## src/rtl/cpu_pkg.sv

```systemverilog
// Shared CPU definitions: fetch vectors, MIPS opcode/funct codes, fetch FSM encoding.
package cpu_pkg;

  localparam logic [31:0] RESET_PC = 32'h8000_0000;
  localparam logic [31:0] IRQ_VEC  = 32'h8000_0004;
  localparam logic [31:0] EXC_VEC  = 32'h8000_0008;

  localparam logic [5:0] OP_SPECIAL = 6'd0;
  localparam logic [5:0] OP_REGIMM  = 6'd1;
  localparam logic [5:0] OP_J       = 6'd2;
  localparam logic [5:0] OP_JAL     = 6'd3;
  localparam logic [5:0] OP_BEQ     = 6'd4;
  localparam logic [5:0] OP_BNE     = 6'd5;
  localparam logic [5:0] OP_BLEZ    = 6'd6;
  localparam logic [5:0] OP_BGTZ    = 6'd7;

  localparam logic [5:0] FN_JR   = 6'd8;
  localparam logic [5:0] FN_JALR = 6'd9;

  typedef enum logic [0:0] {
    FS_RUN  = 1'b0,
    FS_HOLD = 1'b1
  } fetch_state_e;

  // Sequential PC step: 31-bit add, mode bit passes through untouched.
  function automatic logic [31:0] pc_inc(input logic [31:0] pc);
    return {pc[31], pc[30:0] + 31'd4};
  endfunction

endpackage

```

## src/rtl/fetch_stage_if.sv

```systemverilog
// Fetch-stage bus: ROM port, decode-side controls and the IF/ID / $k0 outputs.
interface fetch_stage_if;
  import cpu_pkg::*;

  logic [30:0]  rom_addr;
  logic [31:0]  rom_data;
  logic         stall;
  logic         redirect_valid;
  logic [31:0]  redirect_pc;
  logic         exc;
  logic         irq;
  logic         id_valid;
  logic [31:0]  id_instr;
  logic [31:0]  id_pc;
  logic [31:0]  id_pc4;
  logic         epc_we;
  logic [31:0]  epc;
  logic         kernel;
  fetch_state_e fsm_state;

  modport master (
    output rom_addr,
    input  rom_data,
    input  stall,
    input  redirect_valid,
    input  redirect_pc,
    input  exc,
    input  irq,
    output id_valid,
    output id_instr,
    output id_pc,
    output id_pc4,
    output epc_we,
    output epc,
    output kernel,
    output fsm_state
  );

  modport slave (
    input  rom_addr,
    output rom_data,
    output stall,
    output redirect_valid,
    output redirect_pc,
    output exc,
    output irq,
    input  id_valid,
    input  id_instr,
    input  id_pc,
    input  id_pc4,
    input  epc_we,
    input  epc,
    input  kernel,
    input  fsm_state
  );

endinterface

```

## src/rtl/fetch_stage_ctrl_predecode.sv

```systemverilog
// Combinational control-transfer detector (branches, j/jal, jr/jalr); shared with decode.
module ctrl_predecode
  import cpu_pkg::*;
(
  input  logic [31:0] instr,
  output logic        is_ctrl
);

  logic [5:0] opcode;
  logic [5:0] funct;
  logic       instr_unused;

  assign opcode       = instr[31:26];
  assign funct        = instr[5:0];
  assign instr_unused = ^instr[25:6];

  always_comb begin
    is_ctrl = 1'b0;
    case (opcode)
      OP_SPECIAL: is_ctrl = (funct == FN_JR) || (funct == FN_JALR);
      OP_REGIMM, OP_J, OP_JAL, OP_BEQ,
      OP_BNE, OP_BLEZ, OP_BGTZ: is_ctrl = 1'b1;
      default: is_ctrl = 1'b0;
    endcase
  end

endmodule

```

## src/rtl/fetch_stage.sv

```systemverilog
// MIPS instruction-fetch stage: PC, IF/ID register, redirects, exception and interrupt vectoring.
// Interrupt entry is built only when FETCH_IRQ_EN is defined.
module fetch_stage
  import cpu_pkg::*;
(
  input  logic          clk,
  input  logic          reset_n,
  fetch_stage_if.master bus
);

  logic [31:0]  pc_q,       pc_d;
  logic         id_valid_q, id_valid_d;
  logic [31:0]  id_instr_q, id_instr_d;
  logic [31:0]  id_pc_q,    id_pc_d;
  logic [31:0]  id_pc4_q,   id_pc4_d;
  logic [31:0]  epc_q,      epc_d;
  logic         epc_we_q,   epc_we_d;
  fetch_state_e state_q,    state_d;

  logic         is_ctrl;
  logic         ctrl_in_ifid;
  logic         irq_pending;
  logic         irq_accept;
  logic [31:0]  redirect_target;
  logic [31:0]  pc_next_seq;

  ctrl_predecode u_predecode (
    .instr   (id_instr_q),
    .is_ctrl (is_ctrl)
  );

  assign ctrl_in_ifid = id_valid_q & is_ctrl;
  assign pc_next_seq  = pc_inc(pc_q);

`ifdef FETCH_IRQ_EN
  assign irq_pending = bus.irq & ~pc_q[31];
  assign irq_accept  = irq_pending & ~bus.stall & ~bus.redirect_valid
                     & ~bus.exc & ~ctrl_in_ifid;
`else
  logic irq_unused;
  assign irq_unused  = bus.irq ^ ctrl_in_ifid;
  assign irq_pending = 1'b0;
  assign irq_accept  = 1'b0;
`endif

  // User code cannot raise the mode bit through a jump target.
  always_comb begin
    redirect_target = {bus.redirect_pc[31:2], 2'b00};
    if (!pc_q[31]) begin
      redirect_target[31] = 1'b0;
    end
  end

  always_comb begin
    pc_d       = pc_q;
    id_valid_d = id_valid_q;
    id_instr_d = id_instr_q;
    id_pc_d    = id_pc_q;
    id_pc4_d   = id_pc4_q;
    epc_d      = epc_q;
    epc_we_d   = 1'b0;
    state_d    = state_q;

    if (bus.exc) begin
      pc_d       = EXC_VEC;
      epc_d      = id_pc_q;
      epc_we_d   = 1'b1;
      id_valid_d = 1'b0;
      id_instr_d = '0;
      state_d    = FS_RUN;
    end else if (bus.redirect_valid) begin
      pc_d       = redirect_target;
      id_valid_d = 1'b0;
      id_instr_d = '0;
      state_d    = irq_pending ? FS_HOLD : FS_RUN;
    end else if (irq_accept) begin
      // Only the fetched word is dropped; the IF/ID occupant proceeds to decode.
      pc_d       = IRQ_VEC;
      epc_d      = pc_q;
      epc_we_d   = 1'b1;
      id_valid_d = 1'b0;
      state_d    = FS_RUN;
    end else if (!bus.stall) begin
      pc_d       = pc_next_seq;
      id_valid_d = 1'b1;
      id_instr_d = bus.rom_data;
      id_pc_d    = pc_q;
      id_pc4_d   = pc_next_seq;
      state_d    = irq_pending ? FS_HOLD : FS_RUN;
    end
  end

  always_ff @(posedge clk) begin
    if (!reset_n) begin
      pc_q       <= RESET_PC;
      id_valid_q <= 1'b0;
      id_instr_q <= '0;
      id_pc_q    <= '0;
      id_pc4_q   <= '0;
      epc_q      <= '0;
      epc_we_q   <= 1'b0;
      state_q    <= FS_RUN;
    end else begin
      pc_q       <= pc_d;
      id_valid_q <= id_valid_d;
      id_instr_q <= id_instr_d;
      id_pc_q    <= id_pc_d;
      id_pc4_q   <= id_pc4_d;
      epc_q      <= epc_d;
      epc_we_q   <= epc_we_d;
      state_q    <= state_d;
    end
  end

  assign bus.rom_addr  = pc_q[30:0];
  assign bus.kernel    = pc_q[31];
  assign bus.id_valid  = id_valid_q;
  assign bus.id_instr  = id_instr_q;
  assign bus.id_pc     = id_pc_q;
  assign bus.id_pc4    = id_pc4_q;
  assign bus.epc       = epc_q;
  assign bus.epc_we    = epc_we_q;
  assign bus.fsm_state = state_q;

endmodule

```

## src/flat_wrapper.sv

```systemverilog
// flat-port wrapper written by rule: the top's interface ports become plain ports
module fetch_stage_flat import cpu_pkg::*;
  (clk, reset_n, bus_rom_addr, bus_rom_data, bus_stall, bus_redirect_valid, bus_redirect_pc, bus_exc, bus_irq, bus_id_valid, bus_id_instr, bus_id_pc, bus_id_pc4, bus_epc_we, bus_epc, bus_kernel, bus_fsm_state);
  fetch_stage_if bus_i ();
  input  logic clk;
  input  logic reset_n;
  output wire logic [$bits(bus_i.rom_addr)-1:0] bus_rom_addr;
  input wire logic [$bits(bus_i.rom_data)-1:0] bus_rom_data;
  input wire logic [$bits(bus_i.stall)-1:0] bus_stall;
  input wire logic [$bits(bus_i.redirect_valid)-1:0] bus_redirect_valid;
  input wire logic [$bits(bus_i.redirect_pc)-1:0] bus_redirect_pc;
  input wire logic [$bits(bus_i.exc)-1:0] bus_exc;
  input wire logic [$bits(bus_i.irq)-1:0] bus_irq;
  output wire logic [$bits(bus_i.id_valid)-1:0] bus_id_valid;
  output wire logic [$bits(bus_i.id_instr)-1:0] bus_id_instr;
  output wire logic [$bits(bus_i.id_pc)-1:0] bus_id_pc;
  output wire logic [$bits(bus_i.id_pc4)-1:0] bus_id_pc4;
  output wire logic [$bits(bus_i.epc_we)-1:0] bus_epc_we;
  output wire logic [$bits(bus_i.epc)-1:0] bus_epc;
  output wire logic [$bits(bus_i.kernel)-1:0] bus_kernel;
  output wire logic [$bits(bus_i.fsm_state)-1:0] bus_fsm_state;
  assign bus_rom_addr = bus_i.rom_addr;
  assign bus_i.rom_data = bus_rom_data;
  assign bus_i.stall = bus_stall;
  assign bus_i.redirect_valid = bus_redirect_valid;
  assign bus_i.redirect_pc = bus_redirect_pc;
  assign bus_i.exc = bus_exc;
  assign bus_i.irq = bus_irq;
  assign bus_id_valid = bus_i.id_valid;
  assign bus_id_instr = bus_i.id_instr;
  assign bus_id_pc = bus_i.id_pc;
  assign bus_id_pc4 = bus_i.id_pc4;
  assign bus_epc_we = bus_i.epc_we;
  assign bus_epc = bus_i.epc;
  assign bus_kernel = bus_i.kernel;
  assign bus_fsm_state = bus_i.fsm_state;
  fetch_stage u_core (.clk(clk), .reset_n(reset_n), .bus(bus_i));
endmodule
```

## config.mk

```make
export PLATFORM = sky130hd
export DESIGN_NAME = fetch_stage_flat
export DESIGN_NICKNAME = d
export VERILOG_FILES = /design/src/rtl/cpu_pkg.sv /design/src/rtl/fetch_stage_if.sv /design/src/rtl/fetch_stage_ctrl_predecode.sv /design/src/rtl/fetch_stage.sv /design/src/flat_wrapper.sv
export SDC_FILE = /design/constraint.sdc
export NUM_CORES = 1
export LEC_CHECK = 0
export BUFFER_PORTS_ARGS = -buffer_cell sky130_fd_sc_hd__buf_2
export CORE_MARGIN = 4
export CORE_UTILIZATION = 50
export DETAILED_ROUTE_END_ITERATION = 16
export PLACE_DENSITY = 0.92
export SYNTH_ARGS = -nofsm -noshare
export SYNTH_HDL_FRONTEND = slang
export SYNTH_SLANG_ARGS = --single-unit
export TNS_END_PERCENT = 30
```

## constraint.sdc

```tcl
create_clock -name clk -period 2.6 [get_ports clk]
set_input_delay 0.13 -clock clk [delete_from_list [all_inputs] [get_ports clk]]
set_output_delay 0.13 -clock clk [all_outputs]
set_load 0.01 [all_outputs]
```

==> flow_summary.json <==
{
  "fin_crit_sh_pct": 86.3,
  "clock-sinks": 153,
  "vias": 6282,
  "grt_max_degree": 55,
  "async_reset_ff_share_pct": 0,
  "multi_input_area_sq_um": 3060,
  "n_fill_cell": 896,
  "finalSetupViolations": 0,
  "die_w_microns": 122,
  "most-common-layout-cells": "220 x buf_2, 153 x dfxtp_1, 122 x nor2_1",
  "yosys-top-cells-area": "dfxtp_1 47%, mux2i_1 10%, nor2_1 7.1%",
  "drt-initial-drc-count": 562,
  "hold_viol": 0,
  "fmax_mhz": 446,
  "dp_hpwl_microns": 13400,
  "tns_ps": 0,
  "muxShareOfSynthArea_pct": 10.3,
  "postCtsSetupRepairBufs": 0,
  "arrival_ps": 2580,
  "start_util_pct": 51.2,
  "path_class": "reg2reg",
  "drt-total-wl_microns": 20800,
  "maxCapViolations": 0,
  "seq_area_sq_um": 3060,
  "drt_first_pass_iters": 5,
  "grt_pass1_wl_microns": 32200,
  "synth_top_family_by_area": "simple AND/OR/NAND/NOR gates",
  "final_nets": 1042,
  "synth_edf_count": 0,
  "cts_buffer_depth": 2,
  "end_kind": "flop",
  "slowest_stage": "or3_1",
  "track_usage_pct": 28.1,
  "syn_inst": 730,
  "p_leak_nw": 3.97,
  "yosys.area.top_type": "dfxtp_1",
  "ir_drop_mv": 0.402,
  "slowest_delay_ps": 600,
  "required_ps": 2940,
  "area_growth_pct": 35.5,
  "synth_compound_area_share_pct": 9.69,
  "vias_per_cell": 5.43,
  "synth_top_flop_cell": "dfxtp_1",
  "cts_made_buffers": 17,
  "drive_above_1_share_pct": 29.5,
  "synth.top_cell.area_share_pct": 47.2,
  "cts_tree": "yes",
  "syn_area_sq_um": 6490,
  "die_h_microns": 122,
  "synth_seq_cells": 153,
  "fp-row-count": 41,
  "portBuffers": 220,
  "ys_types": 41,
  "drc": 0,
  "cp.buffers_inverters": 0,
  "core-area_sq_um": 12700,
  "synthAdderAreaFrac_pct": 0.193,
  "hold_path.class": "in2reg",
  "p_per_area_nw_per_um2": 650,
  "antenna_cells": 0,
  "clock_latency_ps": 420,
  "cts_root_buffer": "clkbuf_16",
  "wl_per_cell_microns": 18.0,
  "clock-skew-final_ps": 6.75,
  "worst_setup_path_start_kind": "flop",
  "maxSlewHeadroom_pct": 27.2,
  "place.gp.congestion": 0.891,
  "post-route-util_pct": 69.5,
  "grt.overflow.total": 0,
  "dieArea_sq_um": 14900,
  "run_status": "finished clean",
  "cts_htree_levels": 4,
  "ant_nets": 0,
  "layout_min_cycle_time_ps": 2240,
  "path_clk_slew_ps": 60,
  "io_pins": 233,
  "drv_slew": 0,
  "grt_pass1_vias": 6012,
  "rsz0062_at_grt": "false",
  "final_common_cell": "buf_2",
  "ys.warnings.count": 0,
  "syn_avg_cell_area_sq_um": 8.90,
  "seq_area_frac_synth_pct": 47.2,
  "synth-simple-area-share_pct": 19.3,
  "worst_pin_slew_ps": 1090,
  "synth_xor_area_share_pct": 7.01,
  "antenna_found_initial": 0,
  "cp_cell_sequence": "ha_1 -> nand4_4 -> or3_1 -> nor3_1 -> xnor2_1 -> a211oi_2",
  "crit_fanout": 10,
  "path_delay_family": "simple AND/OR/NAND/NOR gates"
}
## repair_timing
item | in CTS | in global routing
hold endpoints to repair | 56 | 0
hold buffers | 56 | 0
resized for setup | 0 | 0
## routing by layer
| layer | part of all wire, % | wire [microns] | vias up | GRT usage [%] |
|---|---|---|---|---|
| li1 | - | - | 2922 | - |
| met1 | 38 | 7840 | 2944 | 32.9 |
| met2 | 49 | 10200 | 360 | 47.4 |
| met3 | 10 | 2130 | 56 | 8.96 |
| met4 | 3.0 | 614 | 0 | 11.7 |
| met5 | 0 | 0 | - | 0 |
## worst min-delay path, cell delays in order
cell and delay [ps]:
buf_2 100, nor2_1 90, a211oi_1 60
## kinds of logic after synthesis
logic type               after synthesis
flip-flops                           153
other                                  1
AO/OA/AOI/OAI                        108
buffers and inverters                 81
adder cells (fa/ha/maj)                1
XOR/XNOR                              52
AND/OR/NAND/NOR                      267
multiplexers                          67
## worst paths after layout
kind / slack [ps] / from / depth (start not counted) / endpoint
max: 360 / u_core.pc_q[3] / 6 / u_core.bus.id_pc4[18]
min: 10 / bus_redirect_pc[22] / 3 / u_core.pc_q[22]
max reg2reg: 360 / u_core.pc_q[3] / 6 / u_core.bus.id_pc4[18]
min reg2reg: 450 / u_core.bus.id_pc4[3] / 2 / u_core.bus.id_pc4[3]
## state kept, by name, indices dropped and copies added (netlist names)
| signal | cells |
|---|---|
| u_core.bus.epc_we | 1 |
| u_core.bus.id_instr | 32 |
| u_core.bus.id_pc4 | 29 |
| u_core.bus.id_valid | 1 |
| u_core.bus.id_pc | 30 |
| u_core.bus.epc | 30 |
| u_core.pc_q | 30 |
## layout make-up
class | instances | share of cell area [%]
Multi-Input combinational cell | 504 | 34.8
Tap cell | 172 | 2.45
Sequential cell | 153 | 34.8
Clock buffer | 18 | 4.99
Clock inverter | 14 | 2.52
Inverter | 4 | 0.171
Timing Repair Buffer | 291 | 20.3
## power by group
part / switching, W / leakage (nW) / internal [W] / total [W]
sequential: 0.0000613 / 1.24 / 0.00240 / 0.00247
combinational: 0.000272 / 2.41 / 0.000231 / 0.000503
clock: 0.00102 / 0.318 / 0.00174 / 0.00275
total: 0.00135 / 3.97 / 0.00437 / 0.00572
## per-stage QoR
stage                     std cells  total power, W  hold WS (ps)  area [sq um]  worst slack, ps
after floorplan                 738         0.00278           267          6520              592
after global placement         1068         0.00293           357          7580              502
after detailed placement       1068         0.00294           363          7580              355
after CTS                      1156         0.00573         0.633          8800              355
after global routing           1156         0.00590          3.88          8800              228
final                          1156         0.00572          14.8          8800              357
## synth_stat cells, drive strengths merged, types with 18 or more instances
cell type	instances
xnor2	34
a211oi	25
clkbuf	43
a21oi	58
o21ai	22
nor2	122
dfxtp	153
xor2	18
mux2i	67
buf	34
nand2	80
Power figures use the tool's default switching activity.
